**src/rtl/bitstream_sched.sv**
```systemverilog
// bitstream_sched: shares the BITSTREAM packer between an entropy coder (A)
// and a header/marker inserter (B). Entropy segments are closed with 1-bit
// padding so every header starts on a byte boundary.
module bitstream_sched #(
  parameter int DW = 16,
  parameter int LW = 5
) (
  input  logic          clk,
  input  logic          rst,
  input  logic          a_valid,
  output logic          a_ready,
  input  logic [LW-1:0] a_length,
  input  logic [DW-1:0] a_data,
  input  logic          a_last,
  input  logic          b_valid,
  output logic          b_ready,
  input  logic          b_len16,
  input  logic [DW-1:0] b_data,
  input  logic          b_last,
  output logic [LW-1:0] bs_ilength,
  output logic [DW-1:0] bs_idata,
  input  logic [2:0]    bs_rest,
  output logic          busy,
  output logic          seg_done,
  output logic          err
);

  typedef enum logic [2:0] {IDLE, ENT, HDR, WAIT, ALIGN} state_t;

  localparam logic [LW-1:0] FULL = LW'(DW);
  localparam logic [LW-1:0] HALF = LW'(DW / 2);

  state_t        state, nxt;
  logic [LW-1:0] ilen_nxt;
  logic [DW-1:0] idata_nxt;
  logic          done_nxt;
  logic          err_nxt;

  assign a_ready = (state == ENT);
  assign b_ready = (state == HDR);
  assign busy    = (state != IDLE);

  // Next state and the beat to present to the packer on the next cycle.
  // Any cycle that does not carry a beat or pad drives length 0.
  always_comb begin
    nxt       = state;
    ilen_nxt  = '0;
    idata_nxt = '0;
    done_nxt  = 1'b0;
    err_nxt   = err;
    case (state)
      IDLE: begin
        // Headers precede scan data, so B wins a tie.
        if (b_valid)      nxt = HDR;
        else if (a_valid) nxt = ENT;
      end
      ENT: begin
        if (a_valid) begin
          idata_nxt = a_data;
          if (a_length > FULL) begin
            ilen_nxt = FULL;
            err_nxt  = 1'b1;
          end else begin
            ilen_nxt = a_length;
          end
          if (a_last) nxt = WAIT;
        end
      end
      // One idle beat so the packer's rest reflects the final code bits.
      WAIT: nxt = ALIGN;
      ALIGN: begin
        ilen_nxt  = LW'(bs_rest);
        idata_nxt = '1;
        done_nxt  = 1'b1;
        nxt       = IDLE;
      end
      HDR: begin
        if (b_valid) begin
          ilen_nxt  = b_len16 ? FULL : HALF;
          idata_nxt = b_data;
          if (b_last) begin
            done_nxt = 1'b1;
            nxt      = IDLE;
          end
        end
      end
      default: nxt = IDLE;
    endcase
  end

  // State and registered packer-facing outputs; reset discards any partial
  // segment because the packer is reset alongside.
  always_ff @(posedge clk) begin
    if (rst) begin
      state      <= IDLE;
      bs_ilength <= '0;
      bs_idata   <= '0;
      seg_done   <= 1'b0;
      err        <= 1'b0;
    end else begin
      state      <= nxt;
      bs_ilength <= ilen_nxt;
      bs_idata   <= idata_nxt;
      seg_done   <= done_nxt;
      err        <= err_nxt;
    end
  end

endmodule

```
**config.mk**
```make
export PLATFORM = sky130hd
export DESIGN_NAME = bitstream_sched
export DESIGN_NICKNAME = d
export VERILOG_FILES = /design/src/rtl/bitstream_sched.sv
export SDC_FILE = /design/constraint.sdc
export NUM_CORES = 1
export LEC_CHECK = 0
export ABC_AREA = 1
export BUFFER_PORTS_ARGS = -buffer_cell sky130_fd_sc_hd__buf_4
export CAP_MARGIN = 20
export CORE_MARGIN = 1.5
export CORE_UTILIZATION = 45
export DETAILED_ROUTE_END_ITERATION = 6
export PLACE_DENSITY = 0.83
export SYNTH_ARGS = -nofsm -noshare
export SYNTH_HDL_FRONTEND = slang
export SYNTH_SLANG_ARGS = --single-unit
```
**constraint.sdc**
```tcl
create_clock -name clk -period 1.85 [get_ports clk]
set_input_delay 0.2775 -clock clk [delete_from_list [all_inputs] [get_ports clk]]
set_output_delay 0.2775 -clock clk [all_outputs]
set_load 0.005 [all_outputs]
```
==> qor.txt <==
Die height: 54.5 um
Die ar.: 2960 sq um
Unrepaired setup endpoints after global routing: no
Area grow syn2layout: 45.6%
Top cells by count, synth: nand2_1 (60), dfxtp_1 (26), inv_1 (26), nand3_1 (22), a21oi_1 (9)
CTS Buf Count: 3
Nets: 289
Vias: 1262
Period utilization: 0.789
Slew Limit Fails: 0
Antenna violations before repair: 0
H-tree depth: 1
Post-route ant nets: 0
Root Driver: clkbuf_4
Fmax achieved: 685 MHz
Row cnt: 18
Maximum clock path buffer count: 2
Clock share of power: 0.189
Critical path peak fanout: 7
Vias/cell: 4.67
Fill cells: 219
Worst stage delay on the critical path: 490 ps
Startpoint types: flip-flop
Hold Vio Cnt, Final: 0
Pwr dens: 727 nW/um^2
Worst-Skew Late Latency: 310 ps
Layout cells sized above 1: 0.354
Drt pass-1 iters: 4
Critical path required time: 1570 ps
FFs w/ async S/R, synth: 0
Placed instance area: 1710 sq um
CP arrival: 1180 ps
Post-synth top area cell: dfxtp_1
Vias in the first global route: 1120
Port Buffer Count: 72
Fin crit period: 1460 ps
Clock skew: 5.74 ps
Buf/Inv on CP: 2
Pin count of the biggest net entering global routing: 23
Synth top area cells: dfxtp_1 (44%), nand2_1 (19%), nand3_1 (9.2%), inv_1 (8.2%), a21oi_1 (3.8%)
CP Cell Sequence: nor2_2 -> nand2_2 -> inv_1 -> buf_4
Total grt overflow: 0
Most frequent cell after synthesis: nand2_1
Gr usage total: 0.210
Post-synth EDFFs: 0
Slowest-stage cell, CP: dfxtp_1
Class of the worst hold path: input port to flip-flop
Gpl congestion: 0.840
Routed WL: 2950 um
P_int: 0.000879 W
Seq pwr share: 0.505
Post-synthesis net count: 218
Maximum VDD drop: 0.541 mV
Core ar.: 2500 sq um
WL per Instance: 10.9 um
WHS: 177 ps
# diodes: 0
Clock transition at path regs: 140 ps
Avg Cell Area, Syn: 6.97 sq um
Gate power share: 0.306
Starting Density: 0.476
Design Area, Final: 1730 sq um
Max_cap viols: 0
Ys Warns: 0
Count of state elements after synthesis: 26
Worst-Margin Slew: 513 ps
Post-cts repair resize count: 0
Post-Route Setup TNS: 0 ps
Worst setup EP type: output port
DIE WIDTH: 54.5 um
Finish-stage setup viols: 0
Post-CTS Setup Repair Bufs: 0
DR DRC count: 0
Hold_buf cts: 0
Kind of critical path: flip-flop to output port
Cells after Synth: 171
Primary FF master, synth: dfxtp_1
DR iter-0 viols: 5
Netlist cell types: 16
First-pass GRT wire length: 4510 um
Worst slew margin: 0.656
Status: finished clean
IO Pins: 73
Synth top area share: 0.437
TritonCTS clock tree: built
Sequential share of the synthesized area: 0.437
Post-synthesis cell area: 1190 sq um
Sw Pwr: 0.000383 W
CTS Sinks: 26
Post-DP HPWL: 2220 um
Leak: 1.02 nW
Crit path max-delay family: flip-flops
Sw Share: 0.303
## worst register-to-register path, cell delays in order (launching register included)
cell and delay [ps]:
dfxtp_1 390, nor2_4 170, nand2_2 90, nor2_4 390, nand2_1 90, nand3_1 110, nand2_1 80, inv_1 60
## sequential cells by signal, indices dropped and copies added, names as in the netlist
signal,cells
bs_ilength,5
bs_idata,16
state,3
err,1
seg_done,1
## power groups by stage
stage               logic, W  registers (W)  clock network [W]
floorplan           0.000211       0.000651                  0
global placement    0.000381       0.000648                  0
detailed placement  0.000389       0.000649                  0
CTS                 0.000390       0.000637           0.000250
global route        0.000439       0.000643           0.000260
finish              0.000386       0.000637           0.000238
## metal layers
layer  vias to the layer above  global-route usage  wire length (um)
met5                         -                   0                 0
met4                         0               0.104                51
met3                         6              0.0574               298
met2                        55               0.361              1370
met1                       540               0.238              1230
li1                        661                   -                 -
## final timing paths
| kind | slack [ps] | end | from | cells after the start |
|---|---|---|---|---|
| hold / removal | 180 | bs_ilength[4]$_SDFF_PP0_ | rst | 2 |
| hold reg to reg | 520 | err$_SDFFE_PP0P_ | err$_SDFFE_PP0P_ | 2 |
| setup / recovery | 390 | b_ready | state[0]$_SDFFE_PP0P_ | 4 |
| setup reg to reg | 430 | bs_idata[4]$_SDFF_PP0_ | state[2]$_SDFFE_PP0P_ | 7 |
## final cells by class
| cell class | instances | area [sq um] | area share |
|---|---|---|---|
| flip-flops and latches | 26 | 520 | 0.300 |
| clock buffers | 3 | 22.5 | 0.0130 |
| multi-input cells | 112 | 512 | 0.295 |
| well taps | 30 | 37.5 | 0.0216 |
| repair buffers | 72 | 541 | 0.312 |
| inverters | 27 | 101 | 0.0584 |
## cell families (layout without fill, tap and decap cells)
family,count (synthesis),count (layout),share of synthesized area
AOI/OAI and AO/OA,11,11,0.0462
buffers and inverters,33,102,0.133
DFF,26,26,0.437
and+or+nand+nor,101,101,0.383
## stage by stage
step | utilization | cells | worst slack, ps | power, W
floorplan | - | 171 | 755 | 0.000862
global placement | 0.685 | 267 | 512 | 0.00103
detailed placement | 0.685 | 267 | 452 | 0.00104
CTS | 0.694 | 270 | 389 | 0.00128
global route | 0.694 | 270 | 220 | 0.00134
finish | 0.694 | 270 | 390 | 0.00126
## cells in the final DEF (no fill, tap or decap), drive strengths merged
cell type  count
clkinv         1
nor2          12
o21ai          2
buf           72
nand3         24
inv           26
dfxtp         26
clkbuf         3
nor4           1
nand2         64
a21oi          9
(Power assumes the default switching activity.)
